===== src/rtl/anc_engine_arbiter_if.sv =====
// Channel and engine signal bundle for the shared ANC engine arbiter.
// The arbiter takes the slave view; the surrounding logic takes the master view.
interface anc_engine_arbiter_if #(
  parameter int NCH = 2,
  parameter int DW  = 16
);
  localparam int CW = (NCH > 1) ? $clog2(NCH) : 1;

  logic [NCH-1:0]    ch_valid;
  logic [NCH-1:0]    ch_ready;
  logic [NCH*DW-1:0] ch_x;
  logic [NCH*DW-1:0] ch_e;
  logic [NCH*DW-1:0] ch_a;
  logic              eng_go;
  logic [DW-1:0]     eng_x;
  logic [DW-1:0]     eng_e;
  logic [DW-1:0]     eng_a;
  logic [CW-1:0]     eng_ch;
  logic              eng_done;
  logic [DW-1:0]     eng_out;
  logic              res_valid;
  logic [CW-1:0]     res_ch;
  logic [DW-1:0]     res_sample;
  logic              timeout_err;
  logic              err_clr;

  modport slave (
    input  ch_valid, ch_x, ch_e, ch_a,
    input  eng_done, eng_out, err_clr,
    output ch_ready, eng_go,
    output eng_x, eng_e, eng_a, eng_ch,
    output res_valid, res_ch, res_sample,
    output timeout_err
  );

  modport master (
    output ch_valid, ch_x, ch_e, ch_a,
    output eng_done, eng_out, err_clr,
    input  ch_ready, eng_go,
    input  eng_x, eng_e, eng_a, eng_ch,
    input  res_valid, res_ch, res_sample,
    input  timeout_err
  );
endinterface


===== src/rtl/anc_engine_arbiter.sv =====
// Round-robin arbiter sharing one ANC FIR/LMS engine between NCH channels,
// with one-entry sample buffers, tagged results and a job timeout.
module anc_engine_arbiter #(
  parameter int NCH     = 2,
  parameter int DW      = 16,
  parameter int TIMEOUT = 1023
) (
  input logic                clk,
  input logic                rst,
  anc_engine_arbiter_if.slave bus
);
  localparam int CW = $clog2(NCH);
  localparam int TW = $clog2(TIMEOUT + 1);

  typedef enum logic [1:0] {
    IDLE, ISSUE, BUSY, DONE
  } state_t;

  state_t          state, state_nx;
  logic [NCH-1:0]  pend;
  logic [DW-1:0]   bx [NCH];
  logic [DW-1:0]   be [NCH];
  logic [DW-1:0]   ba [NCH];
  logic [CW-1:0]   rr;
  logic [CW-1:0]   pick;
  logic [CW-1:0]   idx;
  logic            has_pick;
  logic [CW-1:0]   eng_ch;
  logic [DW-1:0]   eng_x;
  logic [DW-1:0]   eng_e;
  logic [DW-1:0]   eng_a;
  logic [CW-1:0]   res_ch;
  logic [DW-1:0]   res_sample;
  logic [TW-1:0]   cnt;
  logic            tmo_err;
  logic            hit_done;
  logic            hit_tmo;

  // Nearest pending channel after rr; the smallest offset wins.
  always_comb begin
    pick     = '0;
    has_pick = 1'b0;
    idx      = '0;
    for (int k = NCH; k >= 1; k--) begin
      idx = CW'((int'(rr) + k) % NCH);
      if (pend[idx]) begin
        pick     = idx;
        has_pick = 1'b1;
      end
    end
  end

  always_comb begin
    state_nx = state;
    hit_done = 1'b0;
    hit_tmo  = 1'b0;
    unique case (state)
      IDLE:  if (has_pick) state_nx = ISSUE;
      ISSUE: state_nx = BUSY;
      BUSY: begin
        if (bus.eng_done) begin
          hit_done = 1'b1;
          state_nx = DONE;
        end else if (cnt == TW'(TIMEOUT - 1)) begin
          hit_tmo  = 1'b1;
          state_nx = IDLE;
        end
      end
      DONE:    state_nx = IDLE;
      default: state_nx = IDLE;
    endcase
  end

  always_ff @(posedge clk or posedge rst) begin
    if (rst) begin
      state      <= IDLE;
      rr         <= CW'(NCH - 1);
      eng_ch     <= '0;
      eng_x      <= '0;
      eng_e      <= '0;
      eng_a      <= '0;
      res_ch     <= '0;
      res_sample <= '0;
      cnt        <= '0;
      tmo_err    <= 1'b0;
    end else begin
      state <= state_nx;
      if (state == IDLE && has_pick) begin
        rr     <= pick;
        eng_ch <= pick;
        eng_x  <= bx[pick];
        eng_e  <= be[pick];
        eng_a  <= ba[pick];
      end
      if (state == ISSUE) begin
        cnt <= '0;
      end else if (state == BUSY && !hit_done && !hit_tmo) begin
        cnt <= cnt + TW'(1);
      end
      if (hit_done) begin
        res_ch     <= eng_ch;
        res_sample <= bus.eng_out;
      end
      // A new timeout outranks a coincident clear.
      if (hit_tmo) begin
        tmo_err <= 1'b1;
      end else if (bus.err_clr) begin
        tmo_err <= 1'b0;
      end
    end
  end

  always_ff @(posedge clk or posedge rst) begin
    if (rst) begin
      pend <= '0;
      for (int i = 0; i < NCH; i++) begin
        bx[i] <= '0;
        be[i] <= '0;
        ba[i] <= '0;
      end
    end else begin
      for (int i = 0; i < NCH; i++) begin
        if ((hit_done || hit_tmo) && eng_ch == CW'(i)) begin
          pend[i] <= 1'b0;
        end else if (bus.ch_valid[i] && !pend[i]) begin
          pend[i] <= 1'b1;
          bx[i]   <= bus.ch_x[i*DW +: DW];
          be[i]   <= bus.ch_e[i*DW +: DW];
          ba[i]   <= bus.ch_a[i*DW +: DW];
        end
      end
    end
  end

  assign bus.ch_ready    = ~pend;
  assign bus.eng_go      = (state == ISSUE);
  assign bus.eng_x       = eng_x;
  assign bus.eng_e       = eng_e;
  assign bus.eng_a       = eng_a;
  assign bus.eng_ch      = eng_ch;
  assign bus.res_valid   = (state == DONE);
  assign bus.res_ch      = res_ch;
  assign bus.res_sample  = res_sample;
  assign bus.timeout_err = tmo_err;
endmodule


===== src/flat_wrapper.sv =====
// flat-port wrapper written by rule: the top's interface ports become plain ports
module anc_engine_arbiter_flat 
#(
  parameter int NCH     = 2,
  parameter int DW      = 16,
  parameter int TIMEOUT = 1023
)
  (clk, rst, bus_ch_valid, bus_ch_x, bus_ch_e, bus_ch_a, bus_eng_done, bus_eng_out, bus_err_clr, bus_ch_ready, bus_eng_go, bus_eng_x, bus_eng_e, bus_eng_a, bus_eng_ch, bus_res_valid, bus_res_ch, bus_res_sample, bus_timeout_err);
  anc_engine_arbiter_if #(.NCH(NCH), .DW(DW)) bus_i ();
  input logic clk;
  input logic rst;
  input wire logic [$bits(bus_i.ch_valid)-1:0] bus_ch_valid;
  input wire logic [$bits(bus_i.ch_x)-1:0] bus_ch_x;
  input wire logic [$bits(bus_i.ch_e)-1:0] bus_ch_e;
  input wire logic [$bits(bus_i.ch_a)-1:0] bus_ch_a;
  input wire logic [$bits(bus_i.eng_done)-1:0] bus_eng_done;
  input wire logic [$bits(bus_i.eng_out)-1:0] bus_eng_out;
  input wire logic [$bits(bus_i.err_clr)-1:0] bus_err_clr;
  output wire logic [$bits(bus_i.ch_ready)-1:0] bus_ch_ready;
  output wire logic [$bits(bus_i.eng_go)-1:0] bus_eng_go;
  output wire logic [$bits(bus_i.eng_x)-1:0] bus_eng_x;
  output wire logic [$bits(bus_i.eng_e)-1:0] bus_eng_e;
  output wire logic [$bits(bus_i.eng_a)-1:0] bus_eng_a;
  output wire logic [$bits(bus_i.eng_ch)-1:0] bus_eng_ch;
  output wire logic [$bits(bus_i.res_valid)-1:0] bus_res_valid;
  output wire logic [$bits(bus_i.res_ch)-1:0] bus_res_ch;
  output wire logic [$bits(bus_i.res_sample)-1:0] bus_res_sample;
  output wire logic [$bits(bus_i.timeout_err)-1:0] bus_timeout_err;
  assign bus_i.ch_valid = bus_ch_valid;
  assign bus_i.ch_x = bus_ch_x;
  assign bus_i.ch_e = bus_ch_e;
  assign bus_i.ch_a = bus_ch_a;
  assign bus_i.eng_done = bus_eng_done;
  assign bus_i.eng_out = bus_eng_out;
  assign bus_i.err_clr = bus_err_clr;
  assign bus_ch_ready = bus_i.ch_ready;
  assign bus_eng_go = bus_i.eng_go;
  assign bus_eng_x = bus_i.eng_x;
  assign bus_eng_e = bus_i.eng_e;
  assign bus_eng_a = bus_i.eng_a;
  assign bus_eng_ch = bus_i.eng_ch;
  assign bus_res_valid = bus_i.res_valid;
  assign bus_res_ch = bus_i.res_ch;
  assign bus_res_sample = bus_i.res_sample;
  assign bus_timeout_err = bus_i.timeout_err;
  anc_engine_arbiter #(.NCH(NCH), .DW(DW), .TIMEOUT(TIMEOUT)) u_core (.clk(clk), .rst(rst), .bus(bus_i));
endmodule

===== config.mk =====
export PLATFORM = sky130hd
export DESIGN_NAME = anc_engine_arbiter_flat
export DESIGN_NICKNAME = d
export VERILOG_FILES = /design/src/rtl/anc_engine_arbiter_if.sv /design/src/rtl/anc_engine_arbiter.sv /design/src/flat_wrapper.sv
export SDC_FILE = /design/constraint.sdc
export NUM_CORES = 1
export LEC_CHECK = 0
export ABC_AREA = 0
export CELL_PAD_IN_SITES_DETAIL_PLACEMENT = 1
export CELL_PAD_IN_SITES_GLOBAL_PLACEMENT = 1
export CORE_ASPECT_RATIO = 0.7
export CORE_MARGIN = 2
export CORE_UTILIZATION = 42
export CTS_CLUSTER_DIAMETER = 50
export DETAILED_ROUTE_END_ITERATION = 10
export PLACE_DENSITY_LB_ADDON = 0.1
export SYNTH_ARGS = -nofsm -noshare
export SYNTH_HDL_FRONTEND = slang
export SYNTH_SLANG_ARGS = --single-unit

===== constraint.sdc =====
create_clock -name clk -period 13.16 [get_ports clk]
set_input_delay 3.29 -clock clk [delete_from_list [all_inputs] [get_ports clk]]
set_output_delay 3.29 -clock clk [all_outputs]
set_load 0.01 [all_outputs]

# After elaboration in Yosys (flattened, before gate mapping)

Index checks and enable logic that the tools add are counted.

Flip-flop bits (word level): 178
Logic and storage cells: 89

$add $sub $neg: 3
Magnitude comparators: 3
Eq/ne operators: 6
Muxes and demuxes: 34
Bitwise logic cells: 5
Reduce and logical (&&, ||, !) cells: 20

Operator list:

| kind                    | number |
|---|---|
| $mux W16                | 9 |
| $mux W10                | 2 |
| $mux W1                 | 19 |
| $add A10 B1 Y10 const B | 1 |
| $eq A10 B10 Y1 const B  | 1 |
| $pmux W2 S4             | 1 |
| $reduce_bool A2 Y1      | 4 |
| $logic_and A1 B1 Y1     | 7 |
| $mux W2                 | 3 |
| $reduce_and A2 Y1       | 3 |
| $eq A2 B2 Y1 const B    | 2 |
| $logic_not A1 Y1        | 4 |
| $lt A1 B2 Y1 const B    | 2 |
| $ne A3 B2 Y1 const B    | 1 |
| $not A1 Y1              | 3 |
| $add A1 B1 Y1 const B   | 2 |
| $eq A2 B1 Y1 const B    | 1 |
| $ge A2 B2 Y1 const B    | 1 |
| $logic_not A2 Y1        | 1 |
| $ne A2 B1 Y1 const B    | 1 |
| $not A1 Y2              | 1 |
| $not A2 Y2              | 1 |
| $logic_or A1 B1 Y1      | 1 |

# Logic depth before layout (Yosys ltp)

Gate-level depths: netlist (run 1).

Depth in word-level cells: 9
Gate-level depth with buffers: 8
Mapped depth without buffers: 6

# Worst setup path before layout (run 1)

OpenSTA, ideal clock, no wires.

Kind: input port to flip-flop
Start: input bus_eng_done
End: register u_core.cnt[3]
Library setup time: 0.124 ns
Arrival: 4.353 ns
Required time: 13.036 ns
Slack: 8.683 ns
Stages: 3
Buffers on the path: 0
Path through: or3b_1 or4b_1 mux2i_1

Cells in the longest elaborated chain, start to end: 6

RTL lines:

| element                        | RTL line                 | source |
|---|---|---|
| from (decl)                    | flat_wrapper.sv:16       | `input wire logic [$bits(bus_i.eng_done)-1:0] bus_eng_done;` |
| $mux W1                        | anc_engine_arbiter.sv:61 | `if (bus.eng_done) begin` |
| $mux W1                        | anc_engine_arbiter.sv:57 | `unique case (state)` |
| $logic_not A1 Y1               | anc_engine_arbiter.sv:97 | `end else if (state == BUSY && !hit_done && !hit_tmo) begin` |
| $logic_and A1 B1 Y1            | anc_engine_arbiter.sv:97 |  |
| $logic_and A1 B1 Y1 *          | anc_engine_arbiter.sv:97 |  |
| $reduce_bool A2 Y1 (no line) * | -                        |  |
| to (signal assigned)           | anc_engine_arbiter.sv:98 | `cnt <= cnt + TW'(1);` |
| to (decl)                      | anc_engine_arbiter.sv:34 | `logic [TW-1:0] cnt;` |

Mark *: on every way between the ends. The rest lies on a longest branch, timed or not.
A chain may end at the register's enable or synchronous reset.

# Worst setup path after layout (run 1)

Start: register u_core.state[1]
End: output bus_eng_go

Cells in the longest elaborated chain, start to end: 1

RTL lines:

| element                | RTL line                  | source |
|---|---|---|
| from (decl)            | anc_engine_arbiter.sv:19  | `state_t state, state_nx;` |
| from (signal assigned) | anc_engine_arbiter.sv:87  | `state <= state_nx;` |
| $eq A2 B1 Y1           | anc_engine_arbiter.sv:136 | `assign bus.eng_go = (state == ISSUE);` |
| to (decl)              | flat_wrapper.sv:20        | `output wire logic [$bits(bus_i.eng_go)-1:0] bus_eng_go;` |

No other way between the ends.

==> results.py, run 1 <==
metrics = {
    "outcome": {
        "outcome": "completed",
    },
    "sta": {
        "timing.final.max_slew_violations": 0,
        "rsz0062_at_grt": "no",
        "fin_crit_ps": 5280,
        "finalCritPeriodShare_pct": 40.1,
        "worst_pin_slew_ps": 1050,
        "setup_viol_count_final": 0,
        "timing.fmax_ghz": 0.189,
        "clock-skew-final_ps": 7.98,
        "slew_limit_headroom_pct": 30.1,
        "timing_hold_violations_final": 0,
        "fin_tns_setup_ps": 0,
    },
    "min_path": {
        "hold_path.class": "flop to flop",
    },
    "power_and_ir_drop": {
        "cellPowerDensity_nw_per_um2": 239,
        "worst_ir_drop_vdd_mv": 0.122,
        "total_leakage_power_nw": 4.39,
    },
    "finish": {
        "post_route_cells_drive_above_1_share_pct": 18.6,
        "count_of_non_filler_cells_in_the_finished_layout": 968,
        "area_delta_synth_final_pct": 36.9,
        "nNetsFinal": 845,
        "filler_cell_count": 1672,
        "antennaDiodeCount": 0,
    },
    "critical_path": {
        "timing.critical_path.fanout_max": 14,
        "critPathCaptureType": "output pin",
        "worst_setup_path_start_kind": "flop",
        "critical_path_class": "flop to output pin",
        "r2r_setup_slack_ps": 10610,
        "worst_ep_required_time_ps": 9870,
        "worst-endpoint-arrival_ps": 1990,
    },
    "synthesis": {
        "netlist.area_leader.share_pct": 60.6,
        "post_synth_xor_area_fraction_pct": 0,
        "synth_top_cell_by_area": "dfrtp_1",
        "post_synthesis_compound_gate_area_fraction_pct": 5.74,
        "postSynthNetCount": 660,
        "synth_top_flop_cell": "dfrtp_1",
        "synth.distinct_cells": 41,
        "synth_seq_area_share_pct": 61.0,
        "muxShareOfSynthArea_pct": 24.7,
        "netlist_top_cells_count": "dfrtp_1, mux2_2, nand2_1",
        "post_synth.cell_area_avg_um2": 13.5,
        "synthesis.area_um2": 7310,
        "ys.warnings.count": 0,
        "number_of_enable_type_register_cells_in_the_synthesized_netlist": 0,
        "synth_simple_gate_area_share_pct": 5.70,
        "synthAdderAreaFrac_pct": 0.342,
        "synth_seq_cells": 178,
        "synthesis.instances": 540,
        "synthArstFlopShare_pct": 100,
        "synth_area_leaders": "dfrtp_1, mux2_2, mux2i_1, o21ai_0, nand2_1",
        "post-synth-top-count-cell": "dfrtp_1",
        "largest_family_of_logic_cells_by_synthesized_area": "multiplexers",
    },
    "floorplanning": {
        "dieArea_um2": 18500,
        "core_region_area_um2": 17100,
        "die_x_um": 162,
        "initial_utilization_pct": 42.7,
        "die_height_um": 114,
        "floorplan.io_pins": 189,
        "placementRows": 40,
    },
    "cts": {
        "path_clk_slew_ps": 70,
        "clock_path_buffers": 2,
        "cts_setup_buffers": 0,
        "cts_root_buffer": "clkbuf_16",
        "insertion_delay_ps": 430,
        "numClockSinks": 178,
        "cts.hold.buffers_added": 0,
        "cts_buffers": 17,
        "cts_max_level": 4,
        "ctsResizeCount": 0,
        "clock_tree_from_tritoncts": "yes",
    },
    "detailed_routing": {
        "drc": 0,
        "avgRoutedWirePerCell_um": 19.1,
        "detailroute.via_count": 4897,
        "detail_route.vias_per_cell": 5.06,
        "drt.antenna.violating_nets": 0,
        "routed_wirelength_um": 18500,
        "drtIter0Drc": 185,
        "first_pass_iters": 4,
    },
    "grt": {
        "pin_count_of_the_biggest_net_entering_global_routing": 96,
        "first_global_vias": 5451,
        "antenna_found_initial": 0,
        "grt_use_total_pct": 21.0,
        "grt_pass1_wl_um": 29600,
        "overflow": 0,
    },
    "placed_design": {
        "detailedPlacementHpwl_um": 12200,
        "gp_congestion": 0.758,
        "placement.io_buffers": 188,
        "placedCellCount": 937,
    },
    "job": {
        "maxCapViolCount": 0,
    },
}
-- area by class of cell --
| class | count | area, um^2 | share of cell area (%) |
|---|---|---|---|
| Clock buffer | 18 | 439 | 4.39 |
| Clock inverter | 13 | 174 | 1.74 |
| Timing Repair Buffer | 193 | 1920 | 19.2 |
| Multi-Input combinational cell | 328 | 2700 | 26.9 |
| Sequential cell | 178 | 4460 | 44.5 |
| Inverter | 7 | 31.3 | 0.313 |
| Tap cell | 231 | 289 | 2.89 |
-- where the power goes --
group	switching, mW	internal, mW	total (mW)
logic	0.415	0.490	0.904
clock network	0.222	0.307	0.529
registers	0.150	0.806	0.956
-- sequential cells by signal, summed over array words and instances, names as in the netlist, 2 cells and up --
| register | cells |
|---|---|
| u_core.ba | 32 |
| u_core.be | 32 |
| u_core.bus.eng_a | 16 |
| u_core.bus.eng_e | 16 |
| u_core.bus.eng_x | 16 |
| u_core.bus.res_sample | 16 |
| u_core.bx | 32 |
| u_core.cnt | 10 |
| u_core.pend | 2 |
| u_core.state | 2 |
-- routing by layer --
metal	part of all wire, %	vias to the layer above	GRT usage (%)
met4	1.0	0	4.90
met2	50	109	36.1
met1	43	2511	25.9
li1	-	2259	-
met3	6.0	18	6.95
met5	0	-	0
-- worst paths after layout --
| kind | from | to | cells past startpoint |
|---|---|---|---|
| min in group asynchronous | rst | u_core.bx[0]$_DFFE_PP0P_ | 2 |
| max in group asynchronous | rst | u_core.bus.eng_x[7]$_DFFE_PP0P_ | 3 |
| worst min-delay path | u_core.bus.eng_x[15]$_DFFE_PP0P_ | u_core.bus.eng_x[15]$_DFFE_PP0P_ | 2 |
| worst max register to register | u_core.cnt[0]$_DFFE_PP0P_ | u_core.ba[27]$_DFFE_PP0P_ | 7 |
| worst min register to register | u_core.bus.eng_x[15]$_DFFE_PP0P_ | u_core.bus.eng_x[15]$_DFFE_PP0P_ | 2 |
| worst max-delay path | u_core.state[1]$_DFFE_PP0P_ | bus_eng_go | 3 |
-- stage by stage --
stage / utilization, % / hold WS (ps) / instance area (um^2) / worst slack [ps] / power [mW]
after floorplan: - / 450 / 7310 / 5040 / 1.47
after global placement: 54.9 / 461 / 9390 / 7650 / 1.81
after detailed placement: 54.9 / 474 / 9390 / 7590 / 1.88
after CTS: 58.4 / 488 / 10000 / 7850 / 2.43
after global routing: 58.4 / 516 / 10000 / 7760 / 2.54
final: 58.4 / 482 / 10000 / 7880 / 2.39
-- cells by family after synthesis --
kind of cell / count (synthesis)
flops: 178
mux: 166
simple gates: 91
compound gates: 69
buf+inv: 34
fa+ha+maj: 2
-- worst max-delay path: stages, from the launching register on --
cell and delay [ps]:
dfrtp_1 460, nand2b_1 420, inv_1 140, clkdlybuf4s50_1 550
-- placed cells by master (no fill, tap or decap), types with 2 or more instances in the layout --
cell type,instances
clkdlybuf4s50_1,188
dfrtp_1,177
mux2_2,93
nand2_1,64
mux2i_1,53
o21ai_0,52
mux2_1,20
clkbuf_16,17
inv_1,6
inv_6,5
buf_4,5
nor2_1,4
nand3_1,4
and3_1,3
bufinv_16,3
nand2b_1,2
and4_1,2
nor3_1,2
nor3b_1,2
a21oi_1,2
nand4b_1,2
a31oi_1,2
ha_1,2
clkinv_4,2
clkinvlp_4,2
Power figures use the tool's default switching activity.
==> inputs of run 2 (changes only) <==
CORE_UTILIZATION = 35   (was 42)
clock period = 4.7 ns   (was 13.16 ns; I/O delays follow)
==> run 2 against run 1 <==
Net effect:
- first-iteration DRC count is 49% higher
- register-to-register slack worse by 8500 ps
- global-route usage is 3.3 points lower
- largest cell class unchanged
==> results.py, run 2 (same netlist as run 1, synthesis figures left out) <==
metrics = {
    "outcome": {
        "outcome": "completed",
    },
    "floorplanning": {
        "die_height_um": 125,
        "initial_utilization_pct": 35.5,
        "dieArea_um2": 22100,
        "core_region_area_um2": 20600,
        "floorplan.io_pins": 189,
        "die_x_um": 177,
        "placementRows": 44,
    },
    "sta": {
        "slew_limit_headroom_pct": 37.3,
        "fin_tns_setup_ps": 0,
        "timing.final.max_slew_violations": 0,
        "clock-skew-final_ps": 14.1,
        "setup_viol_count_final": 0,
        "finalCritPeriodShare_pct": 67.8,
        "fin_crit_ps": 3190,
        "worst_pin_slew_ps": 941,
        "rsz0062_at_grt": "no",
        "timing_hold_violations_final": 0,
        "timing.fmax_ghz": 0.314,
    },
    "placed_design": {
        "placedCellCount": 984,
        "placement.io_buffers": 188,
        "gp_congestion": 0.734,
        "detailedPlacementHpwl_um": 12500,
    },
    "power_and_ir_drop": {
        "worst_ir_drop_vdd_mv": 0.319,
        "total_leakage_power_nw": 4.40,
        "cellPowerDensity_nw_per_um2": 656,
    },
    "critical_path": {
        "worst_ep_required_time_ps": 3520,
        "timing.critical_path.fanout_max": 14,
        "worst_setup_path_start": "u_core.state[1]$_DFFE_PP0P_",
        "worst_setup_path_start_kind": "flop",
        "critical_path_class": "flop to output pin",
        "crit-reg2reg-launch": "u_core.cnt[0]$_DFFE_PP0P_",
        "critPathCaptureType": "output pin",
        "worst-endpoint-arrival_ps": 2010,
    },
    "cts": {
        "cts_root_buffer": "clkbuf_16",
        "clock_tree_from_tritoncts": "yes",
        "cts_setup_buffers": 0,
        "cts_max_level": 4,
        "numClockSinks": 178,
        "ctsResizeCount": 0,
        "insertion_delay_ps": 430,
        "clock_path_buffers": 2,
        "path_clk_slew_ps": 70,
        "cts_buffers": 17,
        "cts.hold.buffers_added": 0,
    },
    "detailed_routing": {
        "detailroute.via_count": 4905,
        "drc": 0,
        "drtIter0Drc": 275,
        "first_pass_iters": 4,
        "detail_route.vias_per_cell": 4.83,
        "avgRoutedWirePerCell_um": 18.3,
        "drt.antenna.violating_nets": 0,
        "routed_wirelength_um": 18600,
    },
    "finish": {
        "nNetsFinal": 847,
        "layout_top_registers": "u_core.ba (32), u_core.be (32), u_core.bx (32)",
        "layout.cells.most_common": "clkdlybuf4s50_1",
        "highest_count_cells_in_the_layout_ignoring_fill_and_taps": "clkdlybuf4s50_1, dfrtp_1, mux2_2, nand2_1, mux2i_1",
        "area_delta_synth_final_pct": 37.9,
        "post_route_cells_drive_above_1_share_pct": 18.9,
        "count_of_non_filler_cells_in_the_finished_layout": 1016,
        "antennaDiodeCount": 0,
    },
    "grt": {
        "grt_pass1_wl_um": 29900,
        "overflow": 0,
        "pin_count_of_the_biggest_net_entering_global_routing": 79,
        "first_global_vias": 5390,
        "antenna_found_initial": 1,
        "grt_use_total_pct": 17.7,
    },
    "job": {
        "maxCapViolCount": 0,
    },
    "min_path": {
        "hold_path_startpoint": "u_core.bus.eng_x[6]$_DFFE_PP0P_",
        "hold_path.class": "flop to flop",
    },
}
## run 2: changes by cell type in the layout (fill, tap and decap cells not counted)
cell / change
bufinv_16: -2
buf_12: +2
inv_8: +4
clkinv_2: -1
## run 2: final timing paths
| kind | to | slack (ps) | depth (start not counted) |
|---|---|---|---|
| hold reg to reg | u_core.bus.eng_x[6]$_DFFE_PP0P_ | 480 | 2 |
| max in group asynchronous | u_core.ba[21]$_DFFE_PP0P_ | 2530 | 3 |
| hold / removal | u_core.bus.eng_x[6]$_DFFE_PP0P_ | 480 | 2 |
| setup / recovery | bus_eng_go | 1510 | 3 |
| setup reg to reg | u_core.ba[30]$_DFFE_PP0P_ | 2100 | 7 |
| min in group asynchronous | u_core.bus.eng_x[6]$_DFFE_PP0P_ | 1270 | 2 |
## run 2: layer usage
metal,track usage (%),up-vias,share of wire [%]
met5,0,-,0.070
met4,4.91,2,0.83
met3,5.74,14,6.2
met2,28.5,106,48
met1,22.9,2507,45
li1,-,2276,-
## run 2: critical path: stages (launching register included)
cell	delay (ps)
dfrtp_1	450
nand2b_1	440
inv_1	140
clkdlybuf4s50_1	560
## run 2: power by group
part / switching [mW] / internal (mW)
Clock: 0.662 / 0.774
Combinational: 1.14 / 1.38
Sequential: 0.408 / 2.25
## run 2: cell type report
cell class / count / area (um^2)
Clock buffer: 18 / 439
Multi-Input combinational cell: 328 / 2700
Fill cell: 2088 / 10500
Inverter: 7 / 30.0
Timing Repair Buffer: 195 / 1960
Clock inverter: 14 / 155
Sequential cell: 178 / 4460
Tap cell: 276 / 345
## run 2: metrics by stage
stage | power, mW | utilization, % | setup slack (ps) | area (um^2) | hold slack, ps
6_report | 6.62 | 49.0 | 1510 | 10100 | 481
5_1_grt | 7.07 | 49.0 | 1370 | 10100 | 508
4_1_cts | 6.73 | 49.0 | 1480 | 10100 | 489
3_5_place_dp | 5.26 | 46.1 | 1290 | 9490 | 474
3_3_place_gp | 5.10 | 46.1 | 1360 | 9490 | 461
2_1_floorplan | 4.13 | - | 1250 | 7310 | 450
